===== src/rtl/rx_gearbox.sv =====
// rx_gearbox: 32-bit word to 194-bit sliding window gearbox with 64-bit-step valid pulses and a 0..32 window sequence count
module rx_gearbox #(
    parameter int DIN_W       = 32,
    parameter int BUF_W       = 194,
    parameter int CNT_MAX     = 32,
    parameter int PRIME_WORDS = 7
) (
    input  logic             clk_i,
    input  logic             rst_i,
    input  logic [DIN_W-1:0] data_i,
    input  logic             data_dv_i,
    input  logic             resync_i,
    output logic [BUF_W-1:0] gbox_buffer,
    output logic             buffer_dv,
    output logic [5:0]       gbox_cnt,
    output logic             word_phase_o,
    output logic             primed_o
);
    localparam int FILL_W = $clog2(PRIME_WORDS + 1);
    localparam logic [FILL_W:0]   PRIME_X = PRIME_WORDS[FILL_W:0];
    localparam logic [FILL_W-1:0] PRIME_F = PRIME_WORDS[FILL_W-1:0];
    localparam logic [5:0]        CNT_M   = CNT_MAX[5:0];

    logic [BUF_W-1:0]  buf_q, buf_d;
    logic              dv_q, dv_d;
    logic [5:0]        cnt_q, cnt_d;
    logic [5:0]        ncnt_q, ncnt_d;
    logic              phase_q, phase_d;
    logic [FILL_W-1:0] fill_q, fill_d;
    logic [FILL_W:0]   fill_inc;
    logic              pulse;

    // Next-state: shift on accept, pulse on the second word of each pair once primed; resync restarts counting
    always_comb begin
        fill_inc = {1'b0, fill_q} + 1'b1;
        buf_d    = data_dv_i ? {data_i, buf_q[BUF_W-1:DIN_W]} : buf_q;
        pulse    = data_dv_i & phase_q & (fill_inc >= PRIME_X) & ~resync_i;
        dv_d     = pulse;
        phase_d  = resync_i ? data_dv_i : phase_q ^ data_dv_i;
        fill_d   = resync_i ? {{(FILL_W-1){1'b0}}, data_dv_i} :
                   (data_dv_i && fill_q != PRIME_F) ? fill_inc[FILL_W-1:0] : fill_q;
        ncnt_d   = resync_i ? 6'd0 : pulse ? ((ncnt_q == CNT_M) ? 6'd0 : ncnt_q + 6'd1) : ncnt_q;
        cnt_d    = resync_i ? 6'd0 : pulse ? ncnt_q : cnt_q;
    end

    // State registers with synchronous active-low reset taking priority over everything
    always_ff @(posedge clk_i) begin
        if (!rst_i) begin
            buf_q   <= '0;
            dv_q    <= 1'b0;
            cnt_q   <= '0;
            ncnt_q  <= '0;
            phase_q <= 1'b0;
            fill_q  <= '0;
        end else begin
            buf_q   <= buf_d;
            dv_q    <= dv_d;
            cnt_q   <= cnt_d;
            ncnt_q  <= ncnt_d;
            phase_q <= phase_d;
            fill_q  <= fill_d;
        end
    end

    assign gbox_buffer  = buf_q;
    assign buffer_dv    = dv_q;
    assign gbox_cnt     = cnt_q;
    assign word_phase_o = phase_q;
    assign primed_o     = (fill_q == PRIME_F);
endmodule


===== config.mk =====
export PLATFORM = sky130hd
export DESIGN_NAME = rx_gearbox
export DESIGN_NICKNAME = d
export VERILOG_FILES = /design/src/rtl/rx_gearbox.sv
export SDC_FILE = /design/constraint.sdc
export NUM_CORES = 1
export LEC_CHECK = 0
export CAP_MARGIN = 20
export CORE_MARGIN = 2
export CORE_UTILIZATION = 42
export DETAILED_ROUTE_END_ITERATION = 8
export MAX_ROUTING_LAYER = met4
export PLACE_DENSITY = 0.75
export SYNTH_ARGS = -nofsm -noshare
export SYNTH_HDL_FRONTEND = slang
export SYNTH_SLANG_ARGS = --single-unit

===== constraint.sdc =====
create_clock -name clk_i -period 1.4 [get_ports clk_i]
set_input_delay 0.28 -clock clk_i [delete_from_list [all_inputs] [get_ports clk_i]]
set_output_delay 0.28 -clock clk_i [all_outputs]
set_load 0.1 [all_outputs]

==> results of run 1 <==
[worst max-delay path, delay by kind of cell, from the launching register on]
| kind | cells | cell delay (ns) |
|---|---|---|
| adders and majority gates | 2 | 0.32 |
| buffers and inverters | 1 | 0.16 |
| DFF | 1 | 0.35 |
[cells in the mapped netlist]
| library cell | n |
|---|---|
| buf_2 | 19 |
| o21ai_1 | 1 |
| nor2b_1 | 197 |
| a21oi_1 | 10 |
| nand2_1 | 13 |
| o21ai_0 | 3 |
| buf_4 | 6 |
| clkbuf_1 | 22 |
| nand3_1 | 4 |
| or4_1 | 1 |
| xnor2_1 | 1 |
| or3b_1 | 1 |
| mux2i_1 | 197 |
| dfxtp_1 | 211 |
| o221a_1 | 1 |
| a21boi_1 | 1 |
| or3_1 | 3 |
| nor2_1 | 4 |
| nand4b_4 | 1 |
| nand4bb_1 | 1 |
| and4b_1 | 1 |
| o31ai_1 | 2 |
| and2_1 | 1 |
| inv_1 | 3 |
| ha_1 | 5 |
| nand2b_1 | 1 |
[report_power, final]
group	leakage [µW]	internal [µW]	switching, µW
Clock	0.000335	3230	2260
Sequential	0.00178	6140	155
Combinational	0.00345	837	1200
[through the flow]
stage | power (µW) | setup TNS [ns] | utilization | std cells | area, µm²
3_3_place_gp | 8426 | -1.073 | 0.6821 | 1152 | 12760
4_1_cts | 13930 | -0.2170 | 0.7239 | 1197 | 13540
3_5_place_dp | 8447 | -1.969 | 0.6821 | 1152 | 12760
6_report | 13820 | -0.4015 | 0.7353 | 1200 | 13750
2_1_floorplan | 7689 | -0.1207 | - | 710 | 8069
5_1_grt | 14320 | -0.6409 | 0.7353 | 1200 | 13750
[metal layers]
| metal | track usage | part of all wire |
|---|---|---|
| met1 | 0.2287 | 0.41 |
| met2 | 0.3193 | 0.50 |
| met3 | 0.04946 | 0.067 |
| met4 | 0.05000 | 0.023 |
| met5 | - | 0 |
[what timing repair did]
item	in CTS	in global routing
pin swaps	1	7
gates resized for setup	45	124
setup endpoints to repair	44	122
setup buffers	6	3
[cells in the final DEF (no fill, tap or decap), types with 2 or more instances in the layout]
cell,count
clkdlybuf4s50_1,33
or3_4,2
clkbuf_8,4
buf_4,18
nor2_1,4
o21ai_0,3
a21oi_2,3
inv_1,3
mux2i_1,197
dfxtp_4,2
nand2_1,13
clkinv_2,3
buf_12,209
ha_4,3
dfxtp_2,157
nand3_1,4
clkbuf_1,9
ha_1,2
a21oi_1,7
buf_6,3
dfxtp_1,52
nor2b_1,196
clkbuf_16,23
[state kept, by name, summed over array words and instances, names as in the netlist]
name,count
buffer_dv,1
fill_q,3
gbox_buffer,194
gbox_cnt,6
ncnt_q,6
word_phase_o,1
[cells by family (layout without fill, tap and decap cells)]
family	Yosys count	count (layout)
DFF	211	211
adders and majority gates	5	5
xor gates and xnor gates	1	1
buffers and inverters	50	306
muxes	197	197
and+or+nand+nor	228	228
AOI/OAI and AO/OA	18	18
[layout make-up]
class,count,area [µm²]
Clock buffer,36,664.4
Clock inverter,3,15.01
Fill cell,1169,4951
Inverter,3,11.26
Multi-Input combinational cell,449,3645
Sequential cell,211,4428
Tap cell,234,292.8
Timing Repair Buffer,264,4698
[worst paths after layout]
| kind | from | end | slack [ns] |
|---|---|---|---|
| max | fill_q[1] | primed_o | -0.20 |
| min | rst_i | word_phase_o | 0.11 |
| max reg2reg | fill_q[1] | fill_q[1] | -0.10 |
| min reg2reg | gbox_cnt[0] | gbox_cnt[0] | 0.49 |
==> flow_summary.ini, run 1 <==
[synth]
syn-num-nets = 751
synthSimpleGateAreaFrac = 0.1758
synth_compound_area_frac = 0.01296
syn_avg_cell_area_um2 = 11.29
synthAdderAreaFrac = 0.007806
postSynthCellCount = 710
synth_cell_types = 26
synth_top_cell_by_area = dfxtp_1
synth_xor_area_frac = 0.001093
yosysSeqAreaShare = 0.5271
synth_top_family_by_area = multiplexers
synth_area_mm2 = 0.008014
synth_area_leaders = dfxtp_1 (53%), mux2i_1 (25%), nor2b_1 (15%), buf_2 (1.2%), clkbuf_1 (1.0%)
synth_mux_area_frac = 0.2461
yosysWarnings = 0
ys_ff_latch = 211
synth_top_cell_area_share = 0.5271

[timing]
fin_skew_ns = 0.005554
setup-violations-final = 5
finalHoldViolations = 0
rsz0062_at_grt = yes
period_share = 1.144
period_needed_ns = 1.602
max_freq_ghz = 0.6243
whs_ns = 0.1150
worstMarginPinSlew_ns = 0.3704
max_slew_margin = 0.7531
final.setup.worst_slack_ns = -0.2017
drv_slew = 0

[run]
max_cap_viol_count = 0

[power]
power_density_mw_per_mm2 = 1005
power_leakage_uw = 0.005569
peakVddDrop_mv = 0.9674

[critical_path]
cp-start-kind = register
cp_slowest_stage_delay_ns = 0.35
crit_path_top_delay_cell = dfxtp_4
critPathRequiredTime_ns = 1.12
crit_path_max_fanout = 2
cp_common_cell = ha_4
path_cells = ha_4 > ha_4 > buf_12
worstSetupPathType = register to output port
r2r_cells = 7
crit_arrival_ns = 1.32
worstSetupEndpointType = output port

[routing]
totalWireLength_um = 19540
via_count = 5739
firstDrtPassIters = 4
initialDrtViolationCount = 188
drtAntennaViolNets = 0
drc = 0
wire_per_inst_um = 16.28
via_per_inst = 4.783

[min_path]
min_path_type = input port to register
min_path_cells = 2

[floorplanning]
dieArea_mm2 = 0.02020
dieHeight_um = 142.1
pin_count = 239
coreArea_mm2 = 0.01871
core.rowCount = 50
die_w_um = 142.1
initial_core_util = 0.4284

[global_route]
grt_pass1_wl_um = 30570
grt_overflow = 0
track_usage = 0.1906
grt_max_degree = 109
antenna_found_initial = 0
grt_pass1_vias = 5876

[placed_design]
io_buffers = 238
gp_congestion = 0.7835
dp_hpwl_um = 13380
place_ws_ns = -0.3176

[clock_network]
clk_pin_slew_ns = 0.06
clk_path_buf_depth = 3
cts_tree = yes
h-tree-depth = 1
clock-sinks = 211
root_buffer = clkbuf_16
clkLatencyLatePin_ns = 0.49
cts_buffers = 22
ctsHoldBuffers = 0

[layout]
area_growth_pct = 71.63
finalNetCount = 992
antenna_cells = 0
final_layout_size_suffix_gt1_frac = 0.4482

[outcome]
violations = negative setup slack
status = finished, violations left
Note: power is estimated with default switching activity, not from simulation.
==> inputs of run 2 (changes only) <==
Settings changed: CTS_BUF_LIST set to sky130_fd_sc_hd__clkbuf_16.
==> run 2 against run 1 <==
  * The flow still finishes with violations (negative setup slack)
  * Via count is 0.77% higher
  * Setup slack better by 0.0021 ns
  * Combinational power about the same
  * Maximum frequency is 0.13% higher
  * Cell count stayed put
  * Largest power group unchanged
  * Sequential cell count unchanged
  * Worst hold slack hardly changed
  * Total power decreased by 2.2%
  * Critical path type unchanged
  * Largest cell class unchanged
  * Die area unchanged
  * Register-to-register slack about the same
  * Highest routed layer unchanged
  * Sequential share of layout area is 0.094 points higher
  * Clock-buffer cell count shrank 13
==> flow_summary.ini, run 2 (same netlist as run 1, synthesis figures left out) <==
[outcome]
status = finished, violations left
violations = negative setup slack

[timing]
setup-violations-final = 4
period_share = 1.143
finalHoldViolations = 0
fin_skew_ns = 0.006788
period_needed_ns = 1.600
worstMarginPinSlew_ns = 0.3647
max_freq_ghz = 0.6252
rsz0062_at_grt = yes
whs_ns = 0.1150
final.setup.worst_slack_ns = -0.1996
max_slew_margin = 0.7569
drv_slew = 0

[layout]
final_common_cell = buf_12
antenna_cells = 0
area_growth_pct = 71.13
final_cell_mix = buf_12 (209), mux2i_1 (197), nor2b_1 (196)
multi_input_comb_area_mm2 = 0.003645
final_area_mm2 = 0.01371
regArea_mm2 = 0.004428
finalNetCount = 992
largest_register_ffs = 194
n_fill_cell = 1174
final_layout_size_suffix_gt1_frac = 0.4441

[floorplanning]
die_w_um = 142.1
coreArea_mm2 = 0.01871
pin_count = 239
core.rowCount = 50
initial_core_util = 0.4284
dieArea_mm2 = 0.02020
dieHeight_um = 142.1

[placed_design]
gp_congestion = 0.7835
dp_hpwl_um = 13380
io_buffers = 238
dpl_cell_area_mm2 = 0.01276

[global_route]
use_met1 = 0.2282
track_usage = 0.1901
grt_max_degree = 109
antenna_found_initial = 0
grt_pass1_vias = 5865
grt_pass1_wl_um = 30460
use_met3 = 0.04946
top_usage_layer = met2
grt_overflow = 0
grt_use_met2 = 0.3181

[routing]
wire_per_inst_um = 16.20
drtAntennaViolNets = 0
via_per_inst = 4.819
via_count = 5783
drc = 0
initialDrtViolationCount = 173
totalWireLength_um = 19440
firstDrtPassIters = 4

[clock_network]
clock-sinks = 211
root_buffer = clkbuf_16
cts_tree = yes
clk_path_buf_depth = 3
h-tree-depth = 1
cts_buffers = 22
clk_pin_slew_ns = 0.06
ctsHoldBuffers = 0
clkLatencyLatePin_ns = 0.49

[min_path]
min_path_type = input port to register

[power]
peakVddDrop_mv = 0.8315
p_clk_frac = 0.383
p_switching_uw = 3605
power_leakage_uw = 0.005584
pwr-share-seq = 0.466
power_density_mw_per_mm2 = 986.0
pwr-share-comb = 0.151
switching_share = 0.2666
p_int_uw = 9918

[critical_path]
worstSetupEndpointType = output port
worstSetupPathType = register to output port
crit_arrival_ns = 1.32
crit_path_max_fanout = 2
critPathRequiredTime_ns = 1.12
cp-start-kind = register

[run]
max_cap_viol_count = 0
==> run 2: cell count changes in the layout (fill, tap and decap cells not counted) <==
cell,before,now
clkbuf_8,4,0
clkbuf_1,9,0
clkinv_1,0,4
inv_1,3,12
==> run 2: layout make-up <==
type	instances	area share
flip-flops and latches	211	0.3229
repair buffers	264	0.3426
multi-input cells	449	0.2658
inverters	3	0.0008211
clock inverters	16	0.004653
well taps	234	0.02135
clock buffers	23	0.04197
==> run 2: power by group through the flow <==
| stage | clock [µW] | sequential [µW] | combinational (µW) |
|---|---|---|---|
| floorplan | 0 | 7160 | 531 |
| global placement | 0 | 6410 | 2020 |
| CTS | 5320 | 6280 | 2040 |
| finish | 5190 | 6300 | 2040 |
| global route | 5610 | 6310 | 2110 |
| detailed placement | 0 | 6410 | 2030 |
==> run 2: final timing paths <==
| path | start | cells after the start | slack [ns] | endpoint |
|---|---|---|---|---|
| worst max-delay path | fill_q[1] | 3 | -0.20 | primed_o |
| worst min-delay path | rst_i | 2 | 0.11 | word_phase_o |
| worst max register to register | fill_q[1] | 7 | -0.10 | fill_q[1] |
| worst min register to register | gbox_cnt[0] | 2 | 0.49 | gbox_cnt[0] |
==> run 2: what timing repair did <==
item                       in CTS  in global routing
pin swaps                       1                  6
setup endpoints to repair      45                121
hold endpoints to repair        0                  0
buffers inserted                6                  3
resized for setup              46                123
==> run 2: through the flow <==
stage / worst slack, ns / utilization / TNS, ns / power, µW / std cells
2_1_floorplan: -0.06790 / - / -0.1207 / 7689 / 710
3_3_place_gp: -0.2396 / 0.6821 / -1.073 / 8426 / 1152
3_5_place_dp: -0.3176 / 0.6821 / -1.969 / 8447 / 1152
4_1_cts: -0.2170 / 0.7218 / -0.2170 / 13640 / 1197
5_1_grt: -0.2364 / 0.7332 / -0.6310 / 14030 / 1200
6_report: -0.1996 / 0.7332 / -0.3922 / 13520 / 1200
==> run 2: worst max-delay path: stages (launching register included) <==
cell and delay, ns:
dfxtp_4 0.35, ha_4 0.16, ha_4 0.16, buf_12 0.16
==> run 2: layer usage <==
layer / share of wire / wire length [µm] / vias to the layer above
li1: - / - / 2859
met1: 0.40 / 7842 / 2727
met3: 0.069 / 1345 / 37
met2: 0.50 / 9800 / 160
met4: 0.023 / 452 / 0
met5: 0 / 0 / -
==> inputs of run 3 (changes only) <==
Settings changed: GPL_TIMING_DRIVEN set to 1.
==> results of run 3 <==
Same layout as run 2: the final DEF is identical, and so are final timing and power.
